## config.mk

```make
export PLATFORM = sky130hd
export DESIGN_NAME = obf_key_loader
export DESIGN_NICKNAME = d
export VERILOG_FILES = /design/src/rtl/obf_pkg.sv /design/src/rtl/obf_key_shifter.sv /design/src/rtl/obf_key_loader.sv
export SDC_FILE = /design/constraint.sdc
export NUM_CORES = 1
export LEC_CHECK = 0
export BUFFER_PORTS_ARGS = -buffer_cell sky130_fd_sc_hd__buf_2
export CORE_ASPECT_RATIO = 1.5
export CORE_MARGIN = 2
export CORE_UTILIZATION = 50
export DETAILED_ROUTE_END_ITERATION = 10
export PLACE_DENSITY = 0.71
export SKIP_CTS_REPAIR_TIMING = 1
export SLEW_MARGIN = 20
export SYNTH_ARGS = -nofsm -noshare
export SYNTH_HDL_FRONTEND = slang
export SYNTH_SLANG_ARGS = --single-unit
```

## constraint.sdc

```tcl
create_clock -name Clk -period 1.65 [get_ports Clk]
set_input_delay 0.4125 -clock Clk [delete_from_list [all_inputs] [get_ports Clk]]
set_output_delay 0.4125 -clock Clk [all_outputs]
set_load 0.005 [all_outputs]
```

## src/rtl/obf_pkg.sv

```systemverilog
// ---------------------------------------------------------------------------
// obf_pkg
// Shared definitions for the obfuscation key path.
//   - OBF_KEY_WIDTH : default number of key bits. The obfuscation mux bank
//                     sizes its key port from this same constant.
//   - OBF_TIMEOUT   : default number of idle cycles allowed between accepted
//                     serial bits before a load is abandoned.
//   - loaderState_t : state encoding of the key loader FSM.
// ---------------------------------------------------------------------------
package obf_pkg;

   localparam int OBF_KEY_WIDTH = 16;
   localparam int OBF_TIMEOUT   = 255;

   typedef enum logic [1:0] {
      ST_IDLE   = 2'd0,
      ST_SHIFT  = 2'd1,
      ST_PARITY = 2'd2
   } loaderState_t;

endpackage

```

## src/rtl/obf_key_shifter.sv

```systemverilog
// ---------------------------------------------------------------------------
// obf_key_shifter
// Shadow register for an incoming key. Serial bits arrive LSB first and are
// written into the shadow at the position given by an internal bit counter.
// An XOR of every accepted bit is kept alongside, so the parity check at the
// end of the frame needs no wide reduction tree.
//
// Ports
//   Clk      in   system clock, rising edge
//   Rst      in   synchronous active-high reset
//   init     in   clears shadow, bit counter and running parity
//   shiftEn  in   accept bitIn into the current bit position
//   bitIn    in   serial key bit
//   shadow   out  partially/fully shifted key (never seen by the bank)
//   parity   out  XOR of all bits accepted since init
//   lastBit  out  the bit counter points at the final key position
// ---------------------------------------------------------------------------
module obf_key_shifter
   import obf_pkg::*;
#(
   parameter int KEY_WIDTH = OBF_KEY_WIDTH
) (
   input  logic                 Clk,
   input  logic                 Rst,
   input  logic                 init,
   input  logic                 shiftEn,
   input  logic                 bitIn,
   output logic [KEY_WIDTH-1:0] shadow,
   output logic                 parity,
   output logic                 lastBit
);

   localparam int CW = (KEY_WIDTH > 1) ? $clog2(KEY_WIDTH) : 1;

   logic [CW-1:0] bitCnt;

   // The counter tells the FSM when the frame's data bits are complete.
   assign lastBit = (bitCnt == CW'(KEY_WIDTH - 1));

   // Shadow, bit counter and running parity move together on every accepted
   // bit. The counter holds at the last position instead of wrapping; the
   // FSM has already moved on to the parity bit by then.
   always_ff @(posedge Clk) begin
      if (Rst || init) begin
         shadow <= '0;
         bitCnt <= '0;
         parity <= 1'b0;
      end else if (shiftEn) begin
         shadow[bitCnt] <= bitIn;
         parity         <= parity ^ bitIn;
         if (!lastBit) begin
            bitCnt <= bitCnt + CW'(1);
         end
      end
   end

endmodule

```

## src/rtl/obf_key_loader.sv

```systemverilog
// ---------------------------------------------------------------------------
// obf_key_loader
// Serial key-activation controller feeding the obfuscation mux bank. A key is
// shifted in LSB first, followed by one even-parity bit. A good frame is
// committed to Key in one step and GKey is raised; a bad parity bit or an
// idle timeout leaves Key untouched and drops GKey. Clear relocks the bank.
//
// Ports
//   Clk       in   system clock, rising edge
//   Rst       in   synchronous active-high reset
//   Start     in   begin a key load (only honoured when idle)
//   Clear     in   relock: abort any load, zero Key, drop GKey
//   SerIn     in   serial key data, LSB first, then parity bit
//   SerValid  in   SerIn is sampled on cycles where this is high
//   Busy      out  a load is in progress
//   Done      out  one-cycle pulse, key committed
//   Error     out  one-cycle pulse, parity failure or timeout
//   Key       out  committed key to the obfuscation bank
//   GKey      out  global key enable, high only after a successful commit
// ---------------------------------------------------------------------------
module obf_key_loader
   import obf_pkg::*;
#(
   parameter int KEY_WIDTH = OBF_KEY_WIDTH,
   parameter int TIMEOUT   = OBF_TIMEOUT
) (
   input  logic                 Clk,
   input  logic                 Rst,
   input  logic                 Start,
   input  logic                 Clear,
   input  logic                 SerIn,
   input  logic                 SerValid,
   output logic                 Busy,
   output logic                 Done,
   output logic                 Error,
   output logic [KEY_WIDTH-1:0] Key,
   output logic                 GKey
);

   localparam int TW = $clog2(TIMEOUT + 1);

   loaderState_t         state;
   logic [TW-1:0]        idleCnt;
   logic [KEY_WIDTH-1:0] shadow;
   logic                 runParity;
   logic                 lastBit;
   logic                 shifterInit;
   logic                 shiftEn;
   logic                 idleExpired;
   logic                 parityGood;

   // Control strobes for the shifter plus the two decisions the FSM makes.
   // The idle counter counts completed idle cycles, so when it already holds
   // TIMEOUT-1 the current idle cycle is the TIMEOUT-th one and the load
   // aborts on this edge. Clear also wipes the shadow so a relocked part
   // keeps no trace of a half-loaded key.
   always_comb begin
      shifterInit = Clear || ((state == ST_IDLE) && Start);
      shiftEn     = !Clear && (state == ST_SHIFT) && SerValid;
      idleExpired = (idleCnt == TW'(TIMEOUT - 1));
      parityGood  = !(runParity ^ SerIn);
   end

   obf_key_shifter #(
      .KEY_WIDTH (KEY_WIDTH)
   ) shifter (
      .Clk     (Clk),
      .Rst     (Rst),
      .init    (shifterInit),
      .shiftEn (shiftEn),
      .bitIn   (SerIn),
      .shadow  (shadow),
      .parity  (runParity),
      .lastBit (lastBit)
   );

   // Main FSM with the idle counter and the committed key registers. Clear
   // is checked before anything else so it wins over Start, SerValid and a
   // commit landing in the same cycle, and it never produces Done/Error.
   // Key is only ever loaded from a complete shadow on a good parity bit,
   // so the bank never sees a partial key.
   always_ff @(posedge Clk) begin
      if (Rst) begin
         state   <= ST_IDLE;
         idleCnt <= '0;
         Busy    <= 1'b0;
         Done    <= 1'b0;
         Error   <= 1'b0;
         Key     <= '0;
         GKey    <= 1'b0;
      end else begin
         Done  <= 1'b0;
         Error <= 1'b0;
         if (Clear) begin
            state   <= ST_IDLE;
            idleCnt <= '0;
            Busy    <= 1'b0;
            Key     <= '0;
            GKey    <= 1'b0;
         end else begin
            case (state)
               ST_IDLE: begin
                  if (Start) begin
                     state   <= ST_SHIFT;
                     Busy    <= 1'b1;
                     idleCnt <= '0;
                  end
               end
               ST_SHIFT, ST_PARITY: begin
                  if (SerValid) begin
                     idleCnt <= '0;
                     if (state == ST_SHIFT) begin
                        if (lastBit) begin
                           state <= ST_PARITY;
                        end
                     end else begin
                        state <= ST_IDLE;
                        Busy  <= 1'b0;
                        if (parityGood) begin
                           Key  <= shadow;
                           GKey <= 1'b1;
                           Done <= 1'b1;
                        end else begin
                           GKey  <= 1'b0;
                           Error <= 1'b1;
                        end
                     end
                  end else if (idleExpired) begin
                     state   <= ST_IDLE;
                     idleCnt <= '0;
                     Busy    <= 1'b0;
                     GKey    <= 1'b0;
                     Error   <= 1'b1;
                  end else begin
                     idleCnt <= idleCnt + TW'(1);
                  end
               end
               default: begin
                  state <= ST_IDLE;
                  Busy  <= 1'b0;
               end
            endcase
         end
      end
   end

endmodule

```

==> results.py, run 1 <==
metrics = {
    "sta": {
        "layout_setup_ws_ns": 0.0676,
        "fmaxAchievable_mhz": 632,
        "post-route-period-util": 0.959,
        "fin_crit_ns": 1.58,
        "max_slew.worst_pin.slew_ns": 0.438,
        "final-max-slew-violation-count": 0,
        "worst_clock_skew_ns": 0.00934,
        "hold_viol": 0,
        "rsz_0062_raised_after_global_routing": "true",
        "setup_viol": 0,
        "timing.slew.headroom": 0.703,
    },
    "power_and_ir_drop": {
        "worst_supply_voltage_drop_on_vdd_mv": 0.507,
        "p_sw_uw": 509,
        "internal-power_uw": 1750,
        "pwr-share-comb": 0.067,
        "clkPwrFrac": 0.383,
        "power_density_nw_per_um2": 844,
        "p_seq_frac": 0.550,
        "power.switching_fraction": 0.225,
        "power.static_leakage_uw": 0.000971,
    },
    "finish": {
        "diodes_inserted": 0,
        "utilization": 0.604,
        "final-instance-count-excl-fill": 353,
        "fillers": 416,
        "nets": 320,
        "area_growth_pct": 18.2,
        "layout-drive-gt1-share": 0.220,
        "seq_area_um2": 1020,
        "multi_input_comb_area_um2": 1220,
    },
    "logic_synthesis": {
        "async_flop_share": 0,
        "synth_compound_gate_area_share": 0.130,
        "netlist_area_um2": 2260,
        "netlist_instances": 271,
        "synth_top_family_by_area": "simple AND/OR/NAND/NOR gates",
        "avgSynthCellArea_um2": 8.35,
        "synth.yosys.seq_area_share": 0.451,
        "parity_gate_share_of_the_synthesized_area_counting_xor_and_xnor_cells": 0.0420,
        "yosys_most_used_dff": "sky130_fd_sc_hd__dfxtp_1",
        "synth-adder-area-share": 0.0553,
        "synth_nets": 287,
        "synth-warning-count": 0,
        "synth-simple-area-share": 0.246,
        "synth_edf_count": 0,
        "ys_ff_latch": 51,
        "synth.distinct_cells": 41,
        "synthMuxAreaShare": 0.0315,
    },
    "clock_tree": {
        "cts.root.buffer_cell": "sky130_fd_sc_hd__clkbuf_8",
        "total_cts_buffers": 5,
        "clk_slew_on_worst_s_h_paths_ns": 0.09,
        "clk_path_buf_depth": 2,
        "clock-sinks": 51,
        "clock_tree_from_tritoncts": "done",
        "ctsHtreeMaxLevel": 2,
        "clock_insertion_delay_worst_skew_ns": 0.30,
    },
    "die": {
        "design.portCount": 26,
        "design.die.area_um2": 5090,
        "core_um2": 4430,
        "fp.dieH_um": 86.4,
        "die_x_um": 58.9,
        "start_util": 0.511,
        "core.rowCount": 30,
    },
    "worst_hold_path": {
        "min_from": "Rst",
        "worstHoldPathCells": 3,
        "timing.hold.worst.class": "in -> reg",
        "whs_endpoint": "Busy",
    },
    "setup_path": {
        "setup.worst_path.class": "reg -> reg",
        "reg2reg_setup_slack_ns": 0.07,
        "cell_type_of_the_slowest_stage_on_the_worst_timing_path": "sky130_fd_sc_hd__dfxtp_2",
        "worst_setup_path_end_kind": "flop",
        "worst_r2r_endpoint": "idleCnt[1]",
        "cp_max_fo": 8,
        "cp_data_required_time_ns": 1.87,
        "timing.critical_path.cells": "inv_1 > ha_4 > mux2_2 > a21o_4 > a211oi_2",
        "worstPathArrival_ns": 1.81,
        "worstSetupStartpointType": "flop",
        "r2r-start": "state[0]",
        "max_stage_delay_ns": 0.39,
        "reg2regPathDepth": 5,
    },
    "place": {
        "place_hpwl_um": 3260,
        "place.port_buffers": 25,
        "gp_congestion": 0.759,
        "preCtsSetupSlack_ns": -0.0229,
        "placedCellCount": 345,
    },
    "grt": {
        "number_of_global_route_vias_before_repair": 1629,
        "antenna_found_initial": 0,
        "grt_pass1_wl_um": 7080,
        "global_route.usage.total": 0.180,
        "overflow": 0,
        "grt_max_degree": 22,
    },
    "routing": {
        "route.antenna.remaining_nets": 0,
        "wl_per_cell_um": 12.1,
        "detail_route.iter0.violations": 45,
        "post_drt_via_cell_ratio": 5.21,
        "drc_errors": 1,
        "routed-via-count": 1839,
        "router_iterations_before_antenna_repair": 7,
        "route.final.wire_length_um": 4260,
    },
    "outcome": {
        "violations_in_the_final_reports": "DRC",
        "outcome": "finished with violations",
    },
    "flow_run": {
        "max_cap_violations": 0,
    },
}
[layer usage]
layer | wire [µm] | global-route usage
met1 | 1710 | 0.194
met2 | 2330 | 0.329
met3 | 109 | 0.0328
met4 | 113 | 0.0826
met5 | 0 | 0
[how the worst max path moves through the flow]
stage                       from    endpoint  slack, ns  cells past startpoint
2_1_floorplan           state[0]  idleCnt[1]       0.01                      6
3_3_place_gp            state[0]  idleCnt[7]       0.03                      6
3_5_place_dp            state[0]    state[0]      -0.02                      6
4_1_cts                 state[0]  idleCnt[7]      -0.03                      6
5_1_grt        shifter.bitCnt[1]    state[0]      -0.03                      5
6_report                state[0]  idleCnt[1]       0.07                      5
[flip-flops by register name (all words and copies together), names as in the netlist]
signal,count
Error,1
Key,16
Done,1
shifter.shadow,16
Busy,1
state,2
GKey,1
idleCnt,8
shifter.bitCnt,4
shifter.parity,1
[synth_stat cells (2+ instances only)]
| cell | n | area share |
|---|---|---|
| sky130_fd_sc_hd__nor3_1 | 8 | 0.018 |
| sky130_fd_sc_hd__nor2b_1 | 2 | 0.0055 |
| sky130_fd_sc_hd__o21ai_0 | 13 | 0.029 |
| sky130_fd_sc_hd__buf_6 | 2 | 0.0099 |
| sky130_fd_sc_hd__xor2_1 | 4 | 0.015 |
| sky130_fd_sc_hd__nor2_1 | 30 | 0.050 |
| sky130_fd_sc_hd__inv_1 | 6 | 0.0099 |
| sky130_fd_sc_hd__xnor2_1 | 5 | 0.019 |
| sky130_fd_sc_hd__mux2i_1 | 6 | 0.027 |
| sky130_fd_sc_hd__ha_1 | 10 | 0.055 |
| sky130_fd_sc_hd__a21oi_1 | 31 | 0.069 |
| sky130_fd_sc_hd__clkbuf_1 | 4 | 0.0066 |
| sky130_fd_sc_hd__nand2_1 | 55 | 0.091 |
| sky130_fd_sc_hd__and3_1 | 3 | 0.0083 |
| sky130_fd_sc_hd__nand4b_1 | 4 | 0.015 |
| sky130_fd_sc_hd__buf_4 | 2 | 0.0066 |
| sky130_fd_sc_hd__dfxtp_1 | 51 | 0.45 |
| sky130_fd_sc_hd__nand3_1 | 5 | 0.011 |
| sky130_fd_sc_hd__buf_2 | 5 | 0.011 |
| sky130_fd_sc_hd__nand4_1 | 3 | 0.0083 |
| sky130_fd_sc_hd__nand2b_1 | 2 | 0.0055 |
[stage by stage]
stage               power [µW]  hold slack (ns)  instance area, µm²  setup TNS [ns]
CTS                       2270            0.439                2610         -0.0970
finish                    2260            0.439                2680               0
global placement          1410            0.435                2500               0
detailed placement        1410            0.441                2500         -0.0720
floorplan                 1370            0.428                2270               0
global route              2350            0.445                2680         -0.0401
[cells in the final DEF (no fill, tap or decap), types with 2 or more instances in the layout]
cell                        n
sky130_fd_sc_hd__buf_2     25
sky130_fd_sc_hd__ha_4       2
sky130_fd_sc_hd__nand2_1   55
sky130_fd_sc_hd__nand2b_1   2
sky130_fd_sc_hd__a21oi_1   31
sky130_fd_sc_hd__nand3_1    5
sky130_fd_sc_hd__xor2_1     4
sky130_fd_sc_hd__nand4b_1   4
sky130_fd_sc_hd__and3_1     2
sky130_fd_sc_hd__clkbuf_8   5
sky130_fd_sc_hd__nor2_1    30
sky130_fd_sc_hd__o21ai_0   13
sky130_fd_sc_hd__nor3_2     3
sky130_fd_sc_hd__inv_1      5
sky130_fd_sc_hd__nor3_1     5
sky130_fd_sc_hd__buf_4     13
sky130_fd_sc_hd__mux2i_1    5
sky130_fd_sc_hd__ha_1       8
sky130_fd_sc_hd__dfxtp_1   50
sky130_fd_sc_hd__xnor2_1    5
sky130_fd_sc_hd__nand4_1    3
[kinds of logic (layout without fill, tap and decap cells)]
family / after synthesis / in the layout
buffers and inverters: 19 / 53
flip-flops: 51 / 51
AND/OR/NAND/NOR: 121 / 121
multiplexers: 7 / 7
adder cells (fa/ha/maj): 10 / 10
AO/OA/AOI/OAI: 53 / 53
XOR/XNOR: 10 / 10
[layout make-up]
| cell class | instances | area share |
|---|---|---|
| Sequential cell | 51 | 0.382 |
| Inverter | 6 | 0.00842 |
| Clock buffer | 5 | 0.0257 |
| Timing Repair Buffer | 39 | 0.0907 |
| Clock inverter | 3 | 0.0164 |
| Tap cell | 48 | 0.0224 |
| Multi-Input combinational cell | 201 | 0.454 |
[power groups by stage]
stage / logic [µW] / clock network [µW] / registers, µW
after global routing: 167 / 938 / 1240
final: 152 / 866 / 1240
after CTS: 139 / 893 / 1240
after floorplan: 97.7 / 0 / 1270
after global placement: 137 / 0 / 1270
after detailed placement: 138 / 0 / 1270
[critical path, delay by kind of cell (launching register included)]
kind | cells | cell delay, ns
flops | 1 | 0.39
compound gates | 2 | 0.43
mux | 1 | 0.32
buf+inv | 1 | 0.10
fa+ha+maj | 1 | 0.26
Note: power is estimated with default switching activity, not from simulation.
==> run 2: changes to the inputs <==
--- a/config.mk
+++ b/config.mk
@@ -5,13 +5,15 @@
 export SDC_FILE = /design/constraint.sdc
 export NUM_CORES = 1
 export LEC_CHECK = 0
+export ABC_AREA = 1
 export BUFFER_PORTS_ARGS = -buffer_cell sky130_fd_sc_hd__buf_2
 export CORE_ASPECT_RATIO = 1.5
 export CORE_MARGIN = 2
 export CORE_UTILIZATION = 50
 export DETAILED_ROUTE_END_ITERATION = 10
-export PLACE_DENSITY = 0.71
+export PLACE_DENSITY = 0.7
 export SKIP_CTS_REPAIR_TIMING = 1
+export SKIP_LAST_GASP = 1
 export SLEW_MARGIN = 20
 export SYNTH_ARGS = -nofsm -noshare
 export SYNTH_HDL_FRONTEND = slang
==> results.py, run 2 <==
metrics = {
    "logic_synthesis": {
        "avgSynthCellArea_um2": 7.80,
        "synth_common_cells": "sky130_fd_sc_hd__nand2_1, sky130_fd_sc_hd__dfxtp_1, sky130_fd_sc_hd__nand3_1, sky130_fd_sc_hd__a21oi_1",
        "synth-adder-area-share": 0.0524,
        "synth_top_family_by_area": "simple AND/OR/NAND/NOR gates",
        "async_flop_share": 0,
        "yosys_most_used_dff": "sky130_fd_sc_hd__dfxtp_1",
        "synthMuxAreaShare": 0,
        "synth_edf_count": 0,
        "most_used_standard_cell_by_instance_count_after_synthesis": "sky130_fd_sc_hd__nand2_1",
        "synth-warning-count": 0,
        "synth-simple-area-share": 0.314,
        "post_synth_top_area_cell": "sky130_fd_sc_hd__dfxtp_1",
        "synth_top_area_frac": 0.428,
        "ys_ff_latch": 51,
        "parity_gate_share_of_the_synthesized_area_counting_xor_and_xnor_cells": 0.0215,
        "synthTopCellsByArea": "sky130_fd_sc_hd__dfxtp_1, sky130_fd_sc_hd__nand2_1, sky130_fd_sc_hd__nand3_1, sky130_fd_sc_hd__a21oi_1, sky130_fd_sc_hd__ha_1",
        "synth_nets": 322,
        "netlist_instances": 306,
        "synth.distinct_cells": 30,
        "synth.yosys.seq_area_share": 0.428,
        "synth_compound_gate_area_share": 0.121,
        "netlist_area_um2": 2390,
    },
    "sta": {
        "worst_clock_skew_ns": 0.00651,
        "post-route-period-util": 0.922,
        "final-max-slew-violation-count": 0,
        "hold_viol": 0,
        "rsz_0062_raised_after_global_routing": "true",
        "timing.slew.headroom": 0.673,
        "setup_viol": 0,
        "max_slew.worst_pin.slew_ns": 0.489,
        "fmaxAchievable_mhz": 657,
        "fin_crit_ns": 1.52,
    },
    "die": {
        "design.die.area_um2": 5350,
        "die_x_um": 60.4,
        "fp.dieH_um": 88.6,
        "start_util": 0.525,
        "design.portCount": 26,
        "core.rowCount": 30,
        "core_um2": 4540,
    },
    "setup_path": {
        "setup.worst_path.class": "reg -> reg",
        "cp_max_fo": 9,
        "cell_type_of_the_slowest_stage_on_the_worst_timing_path": "sky130_fd_sc_hd__dfxtp_2",
        "worst_setup_path_end_kind": "flop",
        "max_stage_delay_ns": 0.36,
        "cp_data_required_time_ns": 1.90,
        "worstSetupStartpointType": "flop",
        "worstPathArrival_ns": 1.77,
        "timing.critical_path.cells": "inv_1 > ha_1 > inv_2 > a21oi_4 > buf_4 > nand3_1 > a21oi_2",
    },
    "routing": {
        "wl_per_cell_um": 11.0,
        "detail_route.iter0.violations": 67,
        "router_iterations_before_antenna_repair": 5,
        "route.antenna.remaining_nets": 0,
        "route.final.wire_length_um": 4450,
        "routed-via-count": 1981,
        "drc_errors": 0,
        "post_drt_via_cell_ratio": 4.92,
    },
    "finish": {
        "final_cell_area_um2": 2720,
        "seq_area_um2": 1020,
        "nets": 355,
        "fillers": 444,
        "area_growth_pct": 13.8,
        "utilization": 0.598,
        "multi_input_comb_area_um2": 1220,
        "layout-drive-gt1-share": 0.227,
        "largest_registers": "Key: 16 flops, shifter.shadow: 16 flops, idleCnt: 8 flops",
        "mostFrequentLayoutCells": "sky130_fd_sc_hd__nand2_1, sky130_fd_sc_hd__dfxtp_1, sky130_fd_sc_hd__nand3_1",
        "mostFrequentLayoutCell": "sky130_fd_sc_hd__nand2_1",
        "diodes_inserted": 0,
    },
    "clock_tree": {
        "clk_slew_on_worst_s_h_paths_ns": 0.09,
        "total_cts_buffers": 5,
        "clk_path_buf_depth": 2,
        "clock-sinks": 51,
        "cts.root.buffer_cell": "sky130_fd_sc_hd__clkbuf_8",
        "clock_tree_from_tritoncts": "done",
        "clock_insertion_delay_worst_skew_ns": 0.30,
        "ctsHtreeMaxLevel": 2,
    },
    "grt": {
        "antenna_found_initial": 0,
        "grt_pass1_wl_um": 7730,
        "overflow": 0,
        "global_route.usage.total": 0.188,
        "grt_max_degree": 20,
        "number_of_global_route_vias_before_repair": 1794,
    },
    "power_and_ir_drop": {
        "p_sw_uw": 551,
        "internal-power_uw": 1750,
        "clkPwrFrac": 0.366,
        "power_density_nw_per_um2": 849,
        "power.switching_fraction": 0.239,
        "pwr-share-comb": 0.093,
        "power.static_leakage_uw": 0.00101,
        "p_seq_frac": 0.541,
        "worst_supply_voltage_drop_on_vdd_mv": 0.456,
        "p_total_uw": 2310,
    },
    "place": {
        "dpl-instance-area_um2": 2600,
        "place_hpwl_um": 3430,
        "place.port_buffers": 25,
        "gp_congestion": 0.809,
    },
    "worst_hold_path": {
        "timing.hold.worst.class": "reg -> reg",
    },
    "outcome": {
        "outcome": "finished, final reports clean",
    },
    "flow_run": {
        "max_cap_violations": 0,
    },
}
-- run 2: changes by cell type in the layout (fill, tap and decap cells not counted), sizes merged, moves of 6 or more --
cell,change
a21oi,+10
inv,+19
mux2i,-6
nand2,+30
nand3,+35
nor3,-6
o21ai,-11
-- run 2: cell families (layout without fill, tap and decap cells) --
family          count (synthesis)  after routing
compound gates                 47             47
buf+inv                        34             67
fa+ha+maj                      10             10
xor+xnor                        5              5
simple gates                  159            159
flops                          51             51
-- run 2: routing by layer --
metal	share of wire	routed length [µm]	vias to the layer above	GRT usage
li1	-	-	1054	-
met1	0.41	1810	893	0.217
met2	0.55	2430	28	0.334
met3	0.030	133	6	0.0380
met4	0.016	70	0	0.0687
met5	0	0	-	0
-- run 2: cell type report --
class,count,share of cell area
clock buffer,5,0.0253
clock inverter,2,0.0138
inverter,26,0.0359
multi-input combinational,221,0.448
sequential,51,0.376
tap,64,0.0295
timing repair buffer,34,0.0709
-- run 2: final timing paths --
check	from	to	slack, ns	cells after the start
setup / recovery	state[0]	Key[7]	0.13	7
hold / removal	Key[3]	Key[3]	0.46	2
setup reg to reg	state[0]	Key[7]	0.13	7
hold reg to reg	Key[3]	Key[3]	0.46	2
-- run 2: metrics by stage --
step | cells | hold slack (ns) | TNS, ns | worst slack (ns)
2_1_floorplan | 306 | 0.440 | 0 | 0.124
3_3_place_gp | 396 | 0.448 | 0 | 0.0707
3_5_place_dp | 396 | 0.452 | 0 | 0.0369
4_1_cts | 403 | 0.464 | 0 | 0.0228
5_1_grt | 403 | 0.476 | -0.194 | -0.0410
6_report | 403 | 0.462 | 0 | 0.129
-- run 2: power by group through the flow --
stage	Combinational, µW	Sequential, µW	Clock, µW
after floorplan	156	1270	0
after global placement	214	1280	0
after detailed placement	215	1280	0
after CTS	216	1250	867
after global routing	241	1250	923
final	215	1250	844
-- run 2: worst max-delay path, delay by kind of cell, from the launching register on --
kind,cells,cell delay [ns]
adders and majority gates,1,0.34
and+or+nand+nor,1,0.10
buffers and inverters,3,0.34
AOI/OAI and AO/OA,2,0.33
DFF,1,0.36
